<file path="config.mk">
export PLATFORM = sky130hd
export DESIGN_NAME = touch_adc_control
export DESIGN_NICKNAME = d
export VERILOG_FILES = /design/src/rtl/touch_adc_control.sv
export SDC_FILE = /design/constraint.sdc
export NUM_CORES = 1
export LEC_CHECK = 0
export CAP_MARGIN = 0
export CORE_MARGIN = 2
export CORE_UTILIZATION = 45
export CTS_CLUSTER_SIZE = 40
export DETAILED_ROUTE_END_ITERATION = 10
export PLACE_DENSITY = 0.66
export SLEW_MARGIN = 20
export SYNTH_ARGS = -nofsm -noshare
export SYNTH_HDL_FRONTEND = slang
export SYNTH_SLANG_ARGS = --single-unit
</file>
<file path="constraint.sdc">
create_clock -name CLK -period 2.8 [get_ports CLK]
set_clock_uncertainty 0.2 [all_clocks]
set_input_delay 0.42 -clock CLK [delete_from_list [all_inputs] [get_ports CLK]]
set_output_delay 0.42 -clock CLK [all_outputs]
set_load 0.03 [all_outputs]
</file>
<file path="src/rtl/touch_adc_control.sv">
// touch_adc_control: serial controller for an ADS7843-class 12-bit touch-screen ADC.
// A touch starts an X frame followed by a Y frame, 24 DCLK periods each. Both
// coordinates are then published together on the parallel outputs.
module touch_adc_control #(
  parameter int unsigned DCLK_HALF  = 8,
  parameter logic [7:0]  CMD_X      = 8'h92,
  parameter logic [7:0]  CMD_Y      = 8'hD2,
  parameter int unsigned GAP_CYCLES = 64
) (
  input  logic        CLK,
  input  logic        RST,
  input  logic        ADC_PENIRQ_n,
  input  logic        ADC_DOUT,
  input  logic        ADC_BUSY,
  output logic        ADC_DCLK,
  output logic        ADC_DIN,
  output logic        SCEN,
  output logic [11:0] X_COORD,
  output logic [11:0] Y_COORD
);

  // One counter serves both the DCLK half-period timer and the inter-pair gap timer.
  localparam int unsigned CntMax = (DCLK_HALF > GAP_CYCLES) ? DCLK_HALF : GAP_CYCLES;
  localparam int unsigned CntW   = $clog2(CntMax + 1);

  typedef enum logic [2:0] {
    StIdle,
    StSetup,
    StShiftX,
    StShiftY,
    StLatch,
    StGap
  } state_e;

  state_e          state_q;
  logic [CntW-1:0] cnt_q;
  logic            half_q;    // 0: low half of the DCLK period, 1: high half
  logic [4:0]      period_q;  // DCLK period within the frame, 1..24
  logic [11:0]     sx_q;
  logic [11:0]     sy_q;
  logic            dclk_q;
  logic            din_q;
  logic            scen_q;
  logic [11:0]     x_q;
  logic [11:0]     y_q;

  logic            half_done;
  logic            gap_done;
  logic            sample_win;
  logic [7:0]      cur_cmd;
  logic [2:0]      bit_idx;
  logic            unused_busy;

  // BUSY is informational; sequencing is purely time-based.
  assign unused_busy = ADC_BUSY;

  assign half_done  = (cnt_q == CntW'(DCLK_HALF - 1));
  assign gap_done   = (cnt_q == CntW'(GAP_CYCLES - 1));
  assign sample_win = (period_q >= 5'd10) && (period_q <= 5'd21);
  assign cur_cmd    = (state_q == StShiftX) ? CMD_X : CMD_Y;
  // Bit to present for the period following period_q; only meaningful for periods 1..7.
  assign bit_idx    = 3'(5'd7 - period_q);

  assign ADC_DCLK = dclk_q;
  assign ADC_DIN  = din_q;
  assign SCEN     = scen_q;
  assign X_COORD  = x_q;
  assign Y_COORD  = y_q;

  // Sequencer: state, timers, serial shifting and all registered outputs.
  always_ff @(posedge CLK) begin
    if (RST) begin
      state_q  <= StIdle;
      cnt_q    <= '0;
      half_q   <= 1'b0;
      period_q <= 5'd0;
      sx_q     <= 12'h000;
      sy_q     <= 12'h000;
      dclk_q   <= 1'b0;
      din_q    <= 1'b0;
      scen_q   <= 1'b1;
      x_q      <= 12'h000;
      y_q      <= 12'h000;
    end else begin
      case (state_q)
        StIdle: begin
          dclk_q <= 1'b0;
          din_q  <= 1'b0;
          scen_q <= 1'b1;
          cnt_q  <= '0;
          if (!ADC_PENIRQ_n) begin
            state_q <= StSetup;
            scen_q  <= 1'b0;
            din_q   <= CMD_X[7];
          end
        end
        StSetup: begin
          if (half_done) begin
            state_q  <= StShiftX;
            cnt_q    <= '0;
            half_q   <= 1'b0;
            period_q <= 5'd1;
          end else begin
            cnt_q <= cnt_q + 1'b1;
          end
        end
        StShiftX, StShiftY: begin
          if (!half_done) begin
            cnt_q <= cnt_q + 1'b1;
          end else begin
            cnt_q <= '0;
            if (!half_q) begin
              // Mid-period: DCLK rises, DOUT captured in the data window.
              half_q <= 1'b1;
              dclk_q <= 1'b1;
              if (sample_win) begin
                if (state_q == StShiftX) sx_q <= {sx_q[10:0], ADC_DOUT};
                else                     sy_q <= {sy_q[10:0], ADC_DOUT};
              end
            end else begin
              // Period end: DCLK falls, DIN advances while DCLK is low.
              half_q <= 1'b0;
              dclk_q <= 1'b0;
              if (period_q == 5'd24) begin
                period_q <= 5'd1;
                if (state_q == StShiftX) begin
                  state_q <= StShiftY;
                  din_q   <= CMD_Y[7];
                end else begin
                  state_q <= StLatch;
                  din_q   <= 1'b0;
                end
              end else begin
                period_q <= period_q + 5'd1;
                din_q    <= (period_q < 5'd8) ? cur_cmd[bit_idx] : 1'b0;
              end
            end
          end
        end
        StLatch: begin
          scen_q  <= 1'b1;
          x_q     <= sx_q;
          y_q     <= sy_q;
          state_q <= StGap;
          cnt_q   <= '0;
        end
        StGap: begin
          if (gap_done) begin
            state_q <= StIdle;
            cnt_q   <= '0;
          end else begin
            cnt_q <= cnt_q + 1'b1;
          end
        end
        default: begin
          state_q <= StIdle;
        end
      endcase
    end
  end

endmodule

</file>
# Yosys cells after proc, flatten, opt, wreduce, memory -nomap -nowiden
# Index checks and enable logic that the tools add are counted.
# Widths: inputs -> output; s select.
totals:
  regBits: 67
  inputBits: 5
op_classes:
  n_addsub: 3
  order_cmp: 4
  n_eq_ne: 14
  mux: 33
  bitwise_logic: 2
  n_reduce_logical: 16
op_table:
  columns: ["operator", "n"]
  rows:
  - ["$mux 3", 7]
  - ["$mux 7", 3]
  - ["$pmux 7 s3", 1]
  - ["$mux 5", 4]
  - ["$pmux 3 s5", 1]
  - ["$ne 2x2->1 const B", 6]
  - ["$mux 1", 11]
  - ["$pmux 5 s2", 1]
  - ["$reduce_and 5->1", 2]
  - ["$pmux 1 s2", 4]
  - ["$add 7x1->7 const B", 1]
  - ["$eq 7x3->1 const B", 1]
  - ["$eq 7x6->1 const B", 1]
  - ["$eq 3x2->1 const B", 2]
  - ["$eq 3x3->1 const B", 2]
  - ["$reduce_and 3->1", 2]
  - ["$reduce_and 6->1", 1]
  - ["$reduce_bool 2->1", 3]
  - ["$add 5x1->5 const B", 1]
  - ["$eq 5x5->1 const B", 1]
  - ["$ge 5x4->1 const B", 1]
  - ["$le 5x5->1 const B", 1]
  - ["$lt 5x4->1 const B", 1]
  - ["$lt 3x4->1 const B", 1]
  - ["11 further kinds", 13]

# Depth between registers and ports, before layout
# Gate-level depths: netlist (run 1).
logic_depth:
  ltp_word: 9
  depth_mapped: 6

# Worst setup path after synthesis (run 1)
# No wires, ideal clock.
synth_path:
  path_kind: "register -> register"
  start: "register cnt_q[0]"
  end: "register sx_q[10]"
  setup_time_ns: 0.072
  t_arrival_ns: 1.883
  path_slack_ns: 0.645
  path_stages_with_launch: 7
  path_buffers: 1
  synth_period_minus_slack_ns: 2.155
  path_cell_list: "dfxtp_1 > ha_1 > and4bb_2 > nand2_2 > a2111oi_2 > buf_6 > mux2i_1"
synth_via:
  elab_chain_cells: 2
synth_rtl:
  columns: ["item", "line_no", "rtl"]
  rows:
  - ["start: declaration", "36", "logic [CntW-1:0] cnt_q;"]
  - ["start signal: assignment", "104", "cnt_q <= cnt_q + 1'b1;"]
  - ["start signal: assignment", "109", "cnt_q <= cnt_q + 1'b1;"]
  - ["start signal: assignment", "152", "cnt_q <= cnt_q + 1'b1;"]
  - ["$eq 7x3->1", "57", "assign half_done = (cnt_q == CntW'(DCLK_HALF - 1));"]
  - ["$reduce_and 5->1 (no line)", null, null]
  - ["end signal: assignment", "117", "if (state_q == StShiftX) sx_q <= {sx_q[10:0], ADC_DOUT};"]
  - ["end: declaration", "39", "logic [11:0] sx_q;"]
# Every way passes these cells.
# A chain may end at the register's enable or synchronous reset.

# Worst setup path after layout (run 1)
layout_path:
  start: "register cnt_q[0]"
  end: "register sy_q[1]"
layout_via:
  elab_chain_cells: 2
layout_rtl:
  columns: ["item", "line_no", "rtl"]
  rows:
  - ["$eq 7x3->1", "57", null]
  - ["$reduce_and 5->1 (no line)", null, null]
  - ["end signal: assignment", "118", "else sy_q <= {sy_q[10:0], ADC_DOUT};"]
  - ["end: declaration", "40", "logic [11:0] sy_q;"]
# Every way passes these cells.

==> run summary, run 1 <==
Ys Warns: 0
largest net degree at the start of global routing: 66
initial drt markers: 135
top cells by area, synth: dfxtp_1 45%, mux2i_1 9.8%, nand2_1 7.3%, a21oi_1 5.9%, nand2b_1 5.7%
sum of negative setup slack: 0 ns
# resized after CTS: 0
routed via count: 2334
family with the most delay on the worst path: simple AND/OR/NAND/NOR gates
initial core utilization: 46.5%
deepest clock path buffer count: 2
Area growth syn-to-layout: 19.4%
slowest stage delay, CP: 0.38 ns
Die W: 85.3 um
CTS tree: done
multi-input logic area: 1510 um2
leading area contributor after synthesis: dfxtp_1
FILL cells: 578
sequential cell area: 1340 um2
die area: 7270 um2
cell area after placement: 3350 um2
Final Cell Area: 3550 um2
worst-margin pin slew: 0.770 ns
num rows: 29
n_diodes: 0
drt first pass iters: 4
Leak: 0.00113 uW
core outline area: 6390 um2
Netlist Area Pre-Place: 2970 um2
Syn Inst Count: 324
CP endpoint kind: register
Synth top cells by count: 67 x dfxtp_1, 58 x nand2_1, 35 x a21oi_1
nets@finish: 366
cts bufs inserted: 9
vias in the first global route: 2161
worst vdd ir: 337 uV
Worst Path Max Fanout: 12
crit path cell chain: ha_1 -> and4bb_2 -> nand2_2 -> a2111oi_4 -> buf_4 -> mux2i_1
synth unique cells: 53
Buf/Inv on CP: 1
hpwl dp: 3990 um
post-synthesis register bit count: 67
Hold WC Path Type: register to register
Slew HR: 48.2%
Final Wtd Congestion: 0.824
prevailing post-synth register cell: dfxtp_1
CTS clk-pin slew, worst paths: 0.08 ns
GRT Overall Usage: 17.4%
Clock Latency Late Sink: 0.34 ns
H-tree lvl count: 3
Post-CTS Hold Fix Bufs: 0
Post-synth EDFFs: 0
Slowest-stage cell, CP: dfxtp_1
post-CTS setup buffers: 0
number of max-cap violations: 0
status: completed
Worst Path Class, Setup: register to register
most common cell in the netlist: dfxtp_1
number of port buffers: 30
wire per inst: 13.7 um
WL final: 6000 um
Final setup viols: 0
initial antenna violation count: 0
Routed Antenna Nets: 0
syn_area_per_cell: 9.17 um2
min cycle time layout: 2.34 ns
Req. time, crit path: 2.86 ns
fmax: 427 MHz
Synth async-reset ratio: 0%
GRT overflow: 0
Die H: 85.3 um
Tcrit/Tclk final: 83.6%
PD cells: 526 nW/um2
startpoint type of the worst setup path: register
RSZ-0062 raised after global routing: false
synthesized net count: 334
Hold Fails Final Rpt: 0
Clock Tree Root: clkbuf_8
total power draw: 1870 uW
Slew Viols, Final: 0
share of layout cells above drive strength 1: 11.1%
total clock sinks: 67
Critical Path AT: 2.40 ns
Ports: 32
DR vias/cell: 5.33
DRC Markers: 0
first-pass GRT wire length: 10200 um
Synth top area share: 45.1%
register area share after synthesis: 45.1%
-- state kept, by name (all words and copies together), names as in the netlist --
| register | count |
|---|---|
| X_COORD | 12 |
| sy_q | 12 |
| half_q | 1 |
| cnt_q | 7 |
| sx_q | 12 |
| ADC_DIN | 1 |
| period_q | 5 |
| ADC_DCLK | 1 |
| SCEN | 1 |
| Y_COORD | 12 |
| state_q | 3 |
-- through the flow --
step / utilization (%) / instances / worst slack, ns / hold WS, ns
5_1_grt: 55.6 / 438 / 0.314 / 0.272
4_1_cts: 55.6 / 438 / 0.450 / 0.257
3_3_place_gp: 52.4 / 422 / 0.555 / 0.243
6_report: 55.6 / 438 / 0.458 / 0.253
2_1_floorplan: - / 324 / 0.645 / 0.232
3_5_place_dp: 52.4 / 422 / 0.488 / 0.247
-- cell type report --
class	instances	share of cell area (%)
Timing Repair Buffer	39	10.2
Sequential cell	67	37.8
Inverter	9	0.952
Clock inverter	7	2.15
Clock buffer	9	3.49
Multi-Input combinational cell	230	42.7
Tap cell	77	2.72
-- cell usage in the layout (no fill, tap or decap), types with 3 or more instances in the layout --
cell | Yosys | final
a21oi_1 | 35 | 35
mux2i_1 | 29 | 29
dfxtp_1 | 67 | 67
inv_1 | 9 | 9
nand2_1 | 58 | 58
ha_1 | 5 | 5
clkdlybuf4s50_1 | 0 | 29
nor4_1 | 4 | 4
clkbuf_8 | 3 | 9
o31ai_1 | 3 | 3
buf_4 | 0 | 9
nor3_1 | 4 | 3
nor2_1 | 12 | 12
nand2b_1 | 27 | 27
o21ai_0 | 3 | 3
-- worst register-to-register path: stages (launching register included) --
cell,delay [ns]
dfxtp_1,0.38
ha_1,0.34
and4bb_2,0.33
nand2_2,0.16
a2111oi_4,0.32
buf_4,0.30
mux2i_1,0.24
-- final timing paths --
path,from,slack [ns],end,cells after the start
setup reg to reg,cnt_q[0],0.46,sy_q[1],6
hold / removal,sy_q[8],0.25,Y_COORD[8],2
setup / recovery,cnt_q[0],0.46,sy_q[1],6
hold reg to reg,sy_q[8],0.25,Y_COORD[8],2
-- report_power, final --
group | leakage [uW] | internal, uW | total (uW) | switching [uW]
sequential | 0.000540 | 960 | 965 | 5.42
combinational | 0.000496 | 38.1 | 90.5 | 52.4
clock | 0.0000962 | 417 | 809 | 392
-- cell families after synthesis --
group	after synthesis	share of synthesized area, %
and+or+nand+nor	127	22.3
DFF	67	45.1
AOI/OAI and AO/OA	66	14.9
muxes	29	9.77
buffers and inverters	27	4.93
adders and majority gates	5	2.11
xor gates and xnor gates	3	0.884
-- routing by layer --
metal	GRT usage [%]	part of all wire, %	up-vias
met4	7.94	1.9	0
met2	26.7	44	50
met1	23.2	50	1063
met3	3.89	3.5	10
li1	-	-	1211
met5	0	0	-
No activity file was read; power rests on OpenSTA's default activity.
==> run 2, diff against run 1 <==
==> constraint.sdc (replaced) <==
create_clock -name CLK -period 2.3 [get_ports CLK]
set_clock_uncertainty 0.2 [all_clocks]
set_input_delay 0.345 -clock CLK [delete_from_list [all_inputs] [get_ports CLK]]
set_output_delay 0.345 -clock CLK [all_outputs]
set_load 0.03 [all_outputs]
==> run 2 against run 1 <==
  * Total power is 16% higher
  * Largest power group unchanged
  * Utilization grew 1.0 points
  * Critical path depth is 1 lower
  * Critical path type unchanged
  * Clock-buffer cell count unchanged
  * Via count is 1.6% higher
  * Global-route usage grew 0.21 points
  * Highest routed layer unchanged
==> run summary, run 2 (synthesized netlist as in run 1, its figures left out) <==
worst vdd ir: 359 uV
largest net degree at the start of global routing: 27
initial antenna violation count: 0
Area growth syn-to-layout: 21.6%
wire per inst: 13.4 um
Leak: 0.00117 uW
Hold WC Path Type: input port to register
routed via count: 2372
DR vias/cell: 5.32
Final setup viols: 0
die area: 7270 um2
share of layout cells above drive strength 1: 13.3%
crit path cell chain: ha_2 -> nand4bb_4 -> or4_4 -> or4_1 -> a21oi_1
min cycle time layout: 2.21 ns
Ports: 32
total power draw: 2160 uW
Req. time, crit path: 2.38 ns
CTS clk-pin slew, worst paths: 0.08 ns
sequential cell area: 1340 um2
CP endpoint kind: register
core outline area: 6390 um2
number of max-cap violations: 0
Worst Path Class, Setup: register to register
most frequent cells in the layout: 67 x dfxtp_1, 58 x nand2_1, 35 x a21oi_1, 29 x mux2i_1, 29 x clkdlybuf4s50_1
Routed Antenna Nets: 0
family with the most delay on the worst path: simple AND/OR/NAND/NOR gates
FILL cells: 583
Tcrit/Tclk final: 96.0%
DRC Markers: 0
n_diodes: 0
initial core utilization: 46.5%
worst slack, placed: 0.0422 ns
status: completed
GRT Overall Usage: 17.6%
slowest stage delay, CP: 0.53 ns
number of port buffers: 30
startpoint type of the worst setup path: register
first-pass GRT wire length: 10200 um
num rows: 29
drt first pass iters: 4
Critical Path AT: 2.29 ns
RSZ-0062 raised after global routing: false
fmax: 453 MHz
sum of negative setup slack: 0 ns
Die H: 85.3 um
most common cell after layout, fill and taps aside: dfxtp_1
cts bufs inserted: 9
hpwl dp: 4100 um
vias in the first global route: 2175
H-tree lvl count: 3
initial drt markers: 103
multi-input logic area: 1520 um2
worst setup margin: 0.0920 ns
GRT overflow: 0
Slew Viols, Final: 0
nets@finish: 374
Hold Fails Final Rpt: 0
Buf/Inv on CP: 0
PD cells: 599 nW/um2
Clock Latency Late Sink: 0.35 ns
Slew HR: 72.4%
total clock sinks: 67
Die W: 85.3 um
WL final: 5990 um
Final Wtd Congestion: 0.881
Final Cell Area: 3610 um2
Clock Tree Root: clkbuf_8
Slowest-stage cell, CP: or4_4
Worst Path Max Fanout: 6
deepest clock path buffer count: 2
WHS: 0.214 ns
worst-margin pin slew: 0.411 ns
CTS tree: done
cell area after placement: 3430 um2
-- run 2: changes by cell type in the layout (fill, tap and decap cells not counted), sizes merged --
cell | before | now
buf | 10 | 18
clkinv | 2 | 5
inv | 11 | 10
clkinvlp | 2 | 1
bufinv | 1 | 0
-- run 2: repair_timing --
action,4_1_cts,5_1_grt
buffers inserted,0,0
hold endpoints to repair,0,0
hold buffers,0,0
setup endpoints to repair,0,26
gates resized for setup,0,1
-- run 2: path summary, 6_finish.rpt --
| check | cells past startpoint | slack, ns | from | to |
|---|---|---|---|---|
| setup / recovery | 5 | 0.09 | cnt_q[0] | period_q[4] |
| hold / removal | 2 | 0.21 | RST | X_COORD[3] |
| setup reg to reg | 5 | 0.09 | cnt_q[0] | period_q[4] |
| hold reg to reg | 2 | 0.25 | sy_q[2] | Y_COORD[2] |
-- run 2: cell type report --
type	count	share of cell area [%]
Clock buffer	9	3.43
Clock inverter	7	1.45
Inverter	9	0.935
Multi-Input combinational cell	230	42.0
Sequential cell	67	37.1
Tap cell	77	2.67
Timing Repair Buffer	47	12.4
-- run 2: report_power, final --
part / internal (uW) / switching, uW / total (uW)
combinational: 48.5 / 62.4 / 111
sequential: 1170 / 10.1 / 1180
clock: 396 / 479 / 875
total: 1610 / 552 / 2160
-- run 2: layer usage --
metal / global-route usage [%] / share of wire [%] / up-vias
li1: - / - / 1222
met4: 7.65 / 1.7 / 0
met3: 5.06 / 4.5 / 9
met5: 0 / 0 / -
met2: 25.6 / 44 / 57
met1: 24.2 / 50 / 1084
-- run 2: per-stage QoR --
step / utilization, % / std cells
2_1_floorplan: - / 324
6_report: 56.6 / 446
3_3_place_gp: 53.8 / 430
5_1_grt: 56.6 / 446
4_1_cts: 56.5 / 446
3_5_place_dp: 53.8 / 430
